==> src/rtl/alu_pkg.sv <==
// Shared ALU op codes and arbiter FSM state type for the alu_arbiter slice.
// Also provides a small helper that turns a two-bit one-hot grant into a port index.
package alu_pkg;

    localparam logic [3:0] AluAnd = 4'b0000;
    localparam logic [3:0] AluOr  = 4'b0001;
    localparam logic [3:0] AluAdd = 4'b0010;
    localparam logic [3:0] AluSub = 4'b0110;
    localparam logic [3:0] AluSlt = 4'b0111;
    localparam logic [3:0] AluNor = 4'b1100;

    localparam int unsigned NumPorts = 2;
    localparam int unsigned OpWidth  = 4;

    typedef enum logic [1:0] {
        StIdle = 2'b00,
        StExec = 2'b01,
        StResp = 2'b10
    } state_e;

    // Index of the granted port; only bit 1 matters for a valid one-hot grant.
    function automatic logic grant_index(input logic [1:0] gnt);
        return gnt[1];
    endfunction

endpackage

==> src/rtl/rr_arbiter2.sv <==
// Two-port round-robin grant: a lone requester wins, on contention the port
// that was not served last wins. Output is one-hot, or zero when disabled.
module rr_arbiter2 (
    input  logic [1:0] req,
    input  logic       last_grant,
    input  logic       enable,
    output logic [1:0] gnt
);

    always_comb begin
        gnt = 2'b00;
        if (enable) begin
            case (req)
                2'b01:   gnt = 2'b01;
                2'b10:   gnt = 2'b10;
                2'b11:   gnt = last_grant ? 2'b01 : 2'b10;
                default: gnt = 2'b00;
            endcase
        end
    end

endmodule

==> src/rtl/alu_arbiter.sv <==
// Shares one combinational ALU between two request/response ports.
// Each operation runs IDLE (accept) -> EXEC (drive ALU, capture) -> RESP (hold until taken).
module alu_arbiter
    import alu_pkg::*;
#(
    parameter int unsigned WIDTH = 32
) (
    input  logic                 clock,
    input  logic                 reset,
    input  logic [1:0]           req_valid,
    output logic [1:0]           req_ready,
    input  logic [7:0]           req_op,
    input  logic [2*WIDTH-1:0]   req_a,
    input  logic [2*WIDTH-1:0]   req_b,
    output logic [1:0]           rsp_valid,
    input  logic [1:0]           rsp_ready,
    output logic [WIDTH-1:0]     rsp_data,
    output logic                 rsp_zero,
    output logic [3:0]           alu_control,
    output logic [WIDTH-1:0]     alu_in1,
    output logic [WIDTH-1:0]     alu_in2,
    input  logic [WIDTH-1:0]     alu_out
);

    state_e             state_q, state_d;
    logic               last_grant_q;
    logic               gnt_idx_q;
    logic [3:0]         op_q;
    logic [WIDTH-1:0]   a_q, b_q;
    logic [WIDTH-1:0]   rsp_data_q;
    logic               rsp_zero_q;

    logic [1:0]         gnt;
    logic               arb_en;
    logic               accept;
    logic               gnt_idx;
    logic               retire;
    logic [3:0]         sel_op;
    logic [WIDTH-1:0]   sel_a, sel_b;

    assign arb_en = (state_q == StIdle);

    rr_arbiter2 u_arb (
        .req        (req_valid),
        .last_grant (last_grant_q),
        .enable     (arb_en),
        .gnt        (gnt)
    );

    // The arbiter only grants requesting ports, so any grant is an accept.
    assign accept  = |gnt;
    assign gnt_idx = grant_index(gnt);
    assign retire  = (state_q == StResp) && rsp_ready[gnt_idx_q];

    assign sel_op = gnt_idx ? req_op[7:4]           : req_op[3:0];
    assign sel_a  = gnt_idx ? req_a[2*WIDTH-1:WIDTH] : req_a[WIDTH-1:0];
    assign sel_b  = gnt_idx ? req_b[2*WIDTH-1:WIDTH] : req_b[WIDTH-1:0];

    always_comb begin
        state_d     = state_q;
        req_ready   = 2'b00;
        rsp_valid   = 2'b00;
        alu_control = 4'b0000;
        alu_in1     = '0;
        alu_in2     = '0;
        unique case (state_q)
            StIdle: begin
                req_ready = gnt;
                if (accept) begin
                    state_d = StExec;
                end
            end
            StExec: begin
                alu_control = op_q;
                alu_in1     = a_q;
                alu_in2     = b_q;
                state_d     = StResp;
            end
            StResp: begin
                rsp_valid[gnt_idx_q] = 1'b1;
                if (retire) begin
                    state_d = StIdle;
                end
            end
            default: state_d = StIdle;
        endcase
    end

    always_ff @(posedge clock) begin
        if (reset) begin
            state_q      <= StIdle;
            last_grant_q <= 1'b1;
            gnt_idx_q    <= 1'b0;
            op_q         <= 4'b0000;
            a_q          <= '0;
            b_q          <= '0;
            rsp_data_q   <= '0;
            rsp_zero_q   <= 1'b0;
        end else begin
            state_q <= state_d;
            if (state_q == StIdle && accept) begin
                gnt_idx_q <= gnt_idx;
                op_q      <= sel_op;
                a_q       <= sel_a;
                b_q       <= sel_b;
            end
            // Zero flag is derived here rather than trusted from the ALU.
            if (state_q == StExec) begin
                rsp_data_q <= alu_out;
                rsp_zero_q <= (alu_out == '0);
            end
            if (retire) begin
                last_grant_q <= gnt_idx_q;
            end
        end
    end

    assign rsp_data = rsp_data_q;
    assign rsp_zero = rsp_zero_q;

endmodule

==> config.mk <==
export PLATFORM = sky130hd
export DESIGN_NAME = alu_arbiter
export DESIGN_NICKNAME = d
export VERILOG_FILES = /design/src/rtl/alu_pkg.sv /design/src/rtl/rr_arbiter2.sv /design/src/rtl/alu_arbiter.sv
export SDC_FILE = /design/constraint.sdc
export NUM_CORES = 1
export LEC_CHECK = 0
export BUFFER_PORTS_ARGS = -buffer_cell sky130_fd_sc_hd__buf_2
export CORE_ASPECT_RATIO = 0.75
export CORE_MARGIN = 5
export CORE_UTILIZATION = 30
export CTS_CLUSTER_SIZE = 28
export DETAILED_ROUTE_END_ITERATION = 12
export PLACE_DENSITY_LB_ADDON = 0.1
export SETUP_SLACK_MARGIN = 0.4
export SYNTH_ARGS = -nofsm -noshare
export SYNTH_HDL_FRONTEND = slang
export SYNTH_SLANG_ARGS = --single-unit
==> constraint.sdc <==
create_clock -name clock -period 2.1 [get_ports clock]
set_input_delay 0.63 -clock clock [delete_from_list [all_inputs] [get_ports clock]]
set_output_delay 0.63 -clock clock [all_outputs]
set_load 0.005 [all_outputs]
== After elaboration in Yosys (flattened, before gate mapping) ==
Cells that the tools add are included.

* Register bits: 105
* Input bits: 174

* Order comparisons: 2
* Eq/ne operators: 7
* Muxes and demuxes: 18
* Reduce and logical (&&, ||, !) cells: 7

{| class="wikitable"
|+ Operators with widths
! cell !! count
|-
| 32-bit 2-to-1 mux || 4
|-
| 32-bit zero test || 1
|-
| 2-bit 2-to-1 mux || 6
|-
| 2-bit one-hot mux with 3 select lines || 2
|-
| 4-bit 2-to-1 mux || 2
|-
| 2-bit == test (second input constant) || 3
|-
| 2-bit by 1-bit == test with 1-bit output (second input constant) || 2
|-
| 1-bit logical AND || 3
|-
| 1-bit 2-to-1 mux || 3
|-
| 2-bit zero test || 1
|-
| 1-bit by 2-bit < comparator with 1-bit output (second input constant) || 1
|-
| 2-bit by 1-bit != test with 1-bit output (second input constant) || 1
|-
| 2-bit != test (second input constant) || 1
|-
| 2-bit AND reduction || 1
|-
| 2-bit OR reduction || 1
|-
| 1-bit demux with 1-bit select || 1
|-
| 1-bit greater-or-equal comparator (second input constant) || 1
|}

== Depth between registers and ports, before layout ==
* Word-level depth: 6
* Depth in mapped cells: 6
* Mapped depth without buffers: 3

== Modules after synthesis ==
A second synthesis with hierarchy kept.

* Cell total of the unflattened synthesis: 570
* Area total of the unflattened synthesis: 4988.5 um2

{| class="wikitable"
|+ By module, submodules not included
! module !! instances !! cells each !! area each (um2) !! sequential area each (um2)
|-
| alu_arbiter || 1 || 565 || 4967.3 || 2102.0
|-
| rr_arbiter2 || 1 || 5 || 21.3 || 0.0
|}

== Worst setup path after synthesis ==
Ideal clock, no wire load.

* Kind: in2out
* Start: input port req_valid[0]
* End: output port req_ready[1]
* Arrival time: 1.579 ns
* Required time: 1.470 ns
* Path slack: -0.109 ns
* Cell stages on the path: 6
* Path buffers: 3
* Path through: a211o_1 > clkbuf_1 > or2_1 > buf_6 > buf_6 > inv_1

* Cells in the longest elaborated chain, start to end: 4

{| class="wikitable"
|+ RTL lines
! what !! line !! source
|-
| start, declared || alu_arbiter.sv:10 || <nowiki>input logic [1:0] req_valid,</nowiki>
|-
| 2-bit == test or 2-bit by 1-bit == test with 1-bit output (tied branches) || rr_arbiter2.sv:13 || <nowiki>case (req)</nowiki>
|-
| 2-bit one-hot mux with 3 select lines * || rr_arbiter2.sv:13 ||
|-
| 2-bit 2-to-1 mux * || rr_arbiter2.sv:12 || <nowiki>if (enable) begin</nowiki>
|-
| 2-bit 2-to-1 mux * || alu_arbiter.sv:66 || <nowiki>unique case (state_q)</nowiki>
|-
| end, declared || alu_arbiter.sv:11 || <nowiki>output logic [1:0] req_ready,</nowiki>
|}

Mark *: on every way between the ends. The rest lies on a longest branch, timed or not.

== Worst setup path after layout ==
* Start: register state_q[0]
* End: output port req_ready[0]

* Cells in the longest elaborated chain, start to end: 3

{| class="wikitable"
|+ RTL lines
! what !! line !! source
|-
| start, declared || alu_arbiter.sv:25 || <nowiki>state_e state_q, state_d;</nowiki>
|-
| start signal, assigned || alu_arbiter.sv:91 || <nowiki>state_q <= StIdle;</nowiki>
|-
| start signal, assigned || alu_arbiter.sv:100 || <nowiki>state_q <= state_d;</nowiki>
|-
| 2-bit zero test * || alu_arbiter.sv:41, alu_arbiter.sv:66 ||
|-
| 2-bit 2-to-1 mux || rr_arbiter2.sv:12 ||
|-
| 2-bit 2-to-1 mux * || alu_arbiter.sv:66 ||
|}

Marked as above.

==> results.py <==
metrics = {
    "run_status": {
        "status": "finished with violations",
        "violations": "setup timing",
    },
    "placed_design": {
        "dp.cells": 1042,
        "numPortBuffers": 278,
        "place_hpwl_mm": 12.4,
        "place_ws_ns": 0.0166,
        "gp_congestion": 0.772,
    },
    "min_path": {
        "hold_path.startpoint": "rsp_data[15]$_SDFFE_PP0N_",
        "min_to": "rsp_data[15]$_SDFFE_PP0N_",
        "hold_path.class": "flip-flop to flip-flop",
        "whs_path_depth": 2,
    },
    "route": {
        "drt_iter0_markers": 302,
        "avgRoutedWirePerCell_um": 19.4,
        "wirelength_mm": 21.0,
        "dr.pass1.iters": 4,
        "drc": 0,
        "detailroute.via_count": 5384,
        "antenna_left": 0,
        "viasPerCell": 4.96,
    },
    "power_and_ir_drop": {
        "intPower_uw": 3980,
        "switchingPower_uw": 1860,
        "cellPowerDensity_nw_per_um2": 712,
        "switching_share": 0.319,
        "peakVddDrop_uv": 346,
        "seqPwrFrac": 0.398,
        "combPwrFrac": 0.307,
        "leakage_uw": 0.00368,
        "power.clock.fraction": 0.295,
        "p_total_uw": 5840,
    },
    "synth": {
        "yosys_warnings": 0,
        "synthFlopType": "dfxtp_1",
        "synthArstFlopShare": 0,
        "synthMuxAreaShare": 0.129,
        "synth_xor_area_frac": 0,
        "syn_area_per_cell_um2": 9.44,
        "netlist_top_cells_area": "dfxtp_1 39%, a211oi_2 16%, mux2i_1 13%, and2_1 8.1%, nor3_1 6.5%",
        "synth_nets": 741,
        "syn-instance-count": 567,
        "yosysTopAreaCell": "dfxtp_1",
        "synth.distinct_cells": 27,
        "synthSimpleGateAreaFrac": 0.215,
        "yosysTopAreaCellShare": 0.393,
        "synth_edf_count": 0,
        "syn_area_um2": 5350,
        "synth_top_family_by_area": "simple AND/OR/NAND/NOR gates",
        "ys_ff_latch": 105,
        "ys_seq_area_frac": 0.393,
        "synth-compound-area-share": 0.198,
        "synth-adder-area-share": 0,
    },
    "global_routing": {
        "grt_pass1_wl_mm": 29.3,
        "grt-ovfl-total": 0,
        "first_global_vias": 5254,
        "track_usage": 0.180,
        "grt_max_degree": 106,
        "antenna_found_initial": 2,
    },
    "finish": {
        "layout.cells.non_filler": 1085,
        "syn_to_final_growth_pct": 53.3,
        "nets": 1011,
        "drive_gt1_frac": 0.561,
        "mostFrequentLayoutCells": "252 x buf_2, 102 x dfxtp_1, 69 x nor3_1, 67 x a211oi_2, 64 x nand2_1",
        "mostFrequentLayoutCell": "buf_2",
    },
    "sta": {
        "rsz0062_at_grt": "true",
        "finalSetupViolations": 21,
        "fin_skew_ns": 0.0106,
        "fin_crit_sh": 1.01,
        "hold_viol": 0,
        "period_minus_slack_ns": 2.11,
        "timing.hold.ws_ns": 0.456,
        "worst_slew_pin_slew_ns": 0.692,
        "setup_slack_ns": -0.0135,
        "max_freq_ghz": 0.473,
        "slew-limit-headroom": 0.538,
        "drv_slew": 0,
    },
    "critical_path": {
        "reg2reg_depth": 7,
        "cp-end-kind": "output port",
        "reg2reg_to": "b_q[10]$_SDFFE_PP0P_",
        "crit_type": "flip-flop to output port",
        "required_ns": 1.47,
        "r2r-start": "state_q[0]$_SDFFE_PP0P_",
        "crit_fanout": 4,
        "cp_data_arrival_time_ns": 1.48,
        "startpoint_type": "flip-flop",
        "reg2reg_setup_slack_ns": 0.27,
    },
    "die": {
        "core_region_area_um2": 17600,
        "initial_utilization": 0.304,
        "rows": 42,
        "die_x_um": 164,
        "dieHeight_um": 126,
        "ios": 279,
        "die-area_um2": 20600,
    },
    "clock_network": {
        "ctsHoldBuffers": 0,
        "cts_buffers": 9,
        "cts_sinks": 105,
        "clockBufferDepth": 2,
        "clk_pin_slew_ns": 0.08,
        "cts_tree": "yes",
        "h-tree-depth": 3,
        "insertion_delay_ns": 0.35,
        "cts_root_buffer": "clkbuf_16",
    },
    "flow_run": {
        "maxCapViolations": 0,
    },
}
-- cell usage after synthesis, types with 2 or more instances --
library cell  number
nor3_1            69
mux2i_1           69
clkbuf_1          35
a21oi_1           37
buf_2              4
nand2_1           64
a211oi_2          67
nor4_1             7
nand3b_1           2
nor2b_1            4
buf_6             16
nor2_1             3
and2_1            69
dfxtp_1          105
buf_1              3
nand3_1            2
-- registers in the layout (all words and copies together), names as in the netlist --
name	cells
rsp_zero	1
last_grant_q	1
state_q	2
rsp_data	32
op_q	4
b_q	32
gnt_idx_q	1
a_q	32
-- area by class of cell --
cell class	instances	area, um2
clock inverters	7	72.6
repair buffers	317	2330
flip-flops and latches	105	2110
fillers	1720	9400
clock buffers	9	225
diodes	1	2.50
multi-input cells	402	3160
well taps	242	303
inverters	2	7.51
-- power groups by stage --
stage / registers, uW / clock network (uW) / logic [uW]
finish: 2330 / 1720 / 1790
global route: 2360 / 1850 / 1920
CTS: 2310 / 1790 / 1530
detailed placement: 2350 / 0 / 1320
global placement: 2340 / 0 / 1300
floorplan: 2330 / 0 / 886
-- worst max path at each step --
stage / startpoint / end / slack, ns
6_report: state_q[0]$_SDFFE_PP0P_ / req_ready[0] / -0.01
5_1_grt: state_q[0]$_SDFFE_PP0P_ / alu_in2[30] / -0.11
4_1_cts: state_q[0]$_SDFFE_PP0P_ / alu_in2[7] / -0.03
3_5_place_dp: req_valid[0] / req_ready[1] / 0.02
3_3_place_gp: req_valid[0] / req_ready[1] / 0.02
2_1_floorplan: req_valid[0] / req_ready[1] / -0.07
-- metrics by stage --
stage          setup TNS (ns)  area, um2   util
5_1_grt                 -5.74       8200  0.466
3_3_place_gp                0       6900  0.392
2_1_floorplan         -0.0731       5380      -
3_5_place_dp                0       6900  0.392
4_1_cts                -0.809       7680  0.436
6_report               -0.125       8200  0.466
-- what timing repair did --
| item | CTS | global route |
|---|---|---|
| pin swaps | 10 | 54 |
| setup buffers | 6 | 1 |
| hold endpoints to repair | 0 | 0 |
| resized for setup | 72 | 52 |
| gates cloned | 6 | 13 |
| endpoints found under the setup margin | 92 | 138 |
-- worst max-delay path, cell delays in order, from the launching register on --
cell,delay (ns)
dfxtp_4,0.36
buf_4,0.14
or3b_4,0.42
nor2_4,0.10
buf_2,0.12
-- per-layer routing --
layer,track usage,up-vias,part of all wire
met3,0.0568,19,0.070
met2,0.285,197,0.46
met5,0,-,0.0010
met4,0.0350,4,0.0099
li1,-,2552,-
met1,0.242,2612,0.46
-- cells by family (layout without fill, tap and decap cells) --
logic type	count (synthesis)	in the layout
and+or+nand+nor	224	224
DFF	105	105
muxes	69	69
buffers and inverters	60	335
other	0	1
AOI/OAI and AO/OA	109	109
(Power assumes the default switching activity.)
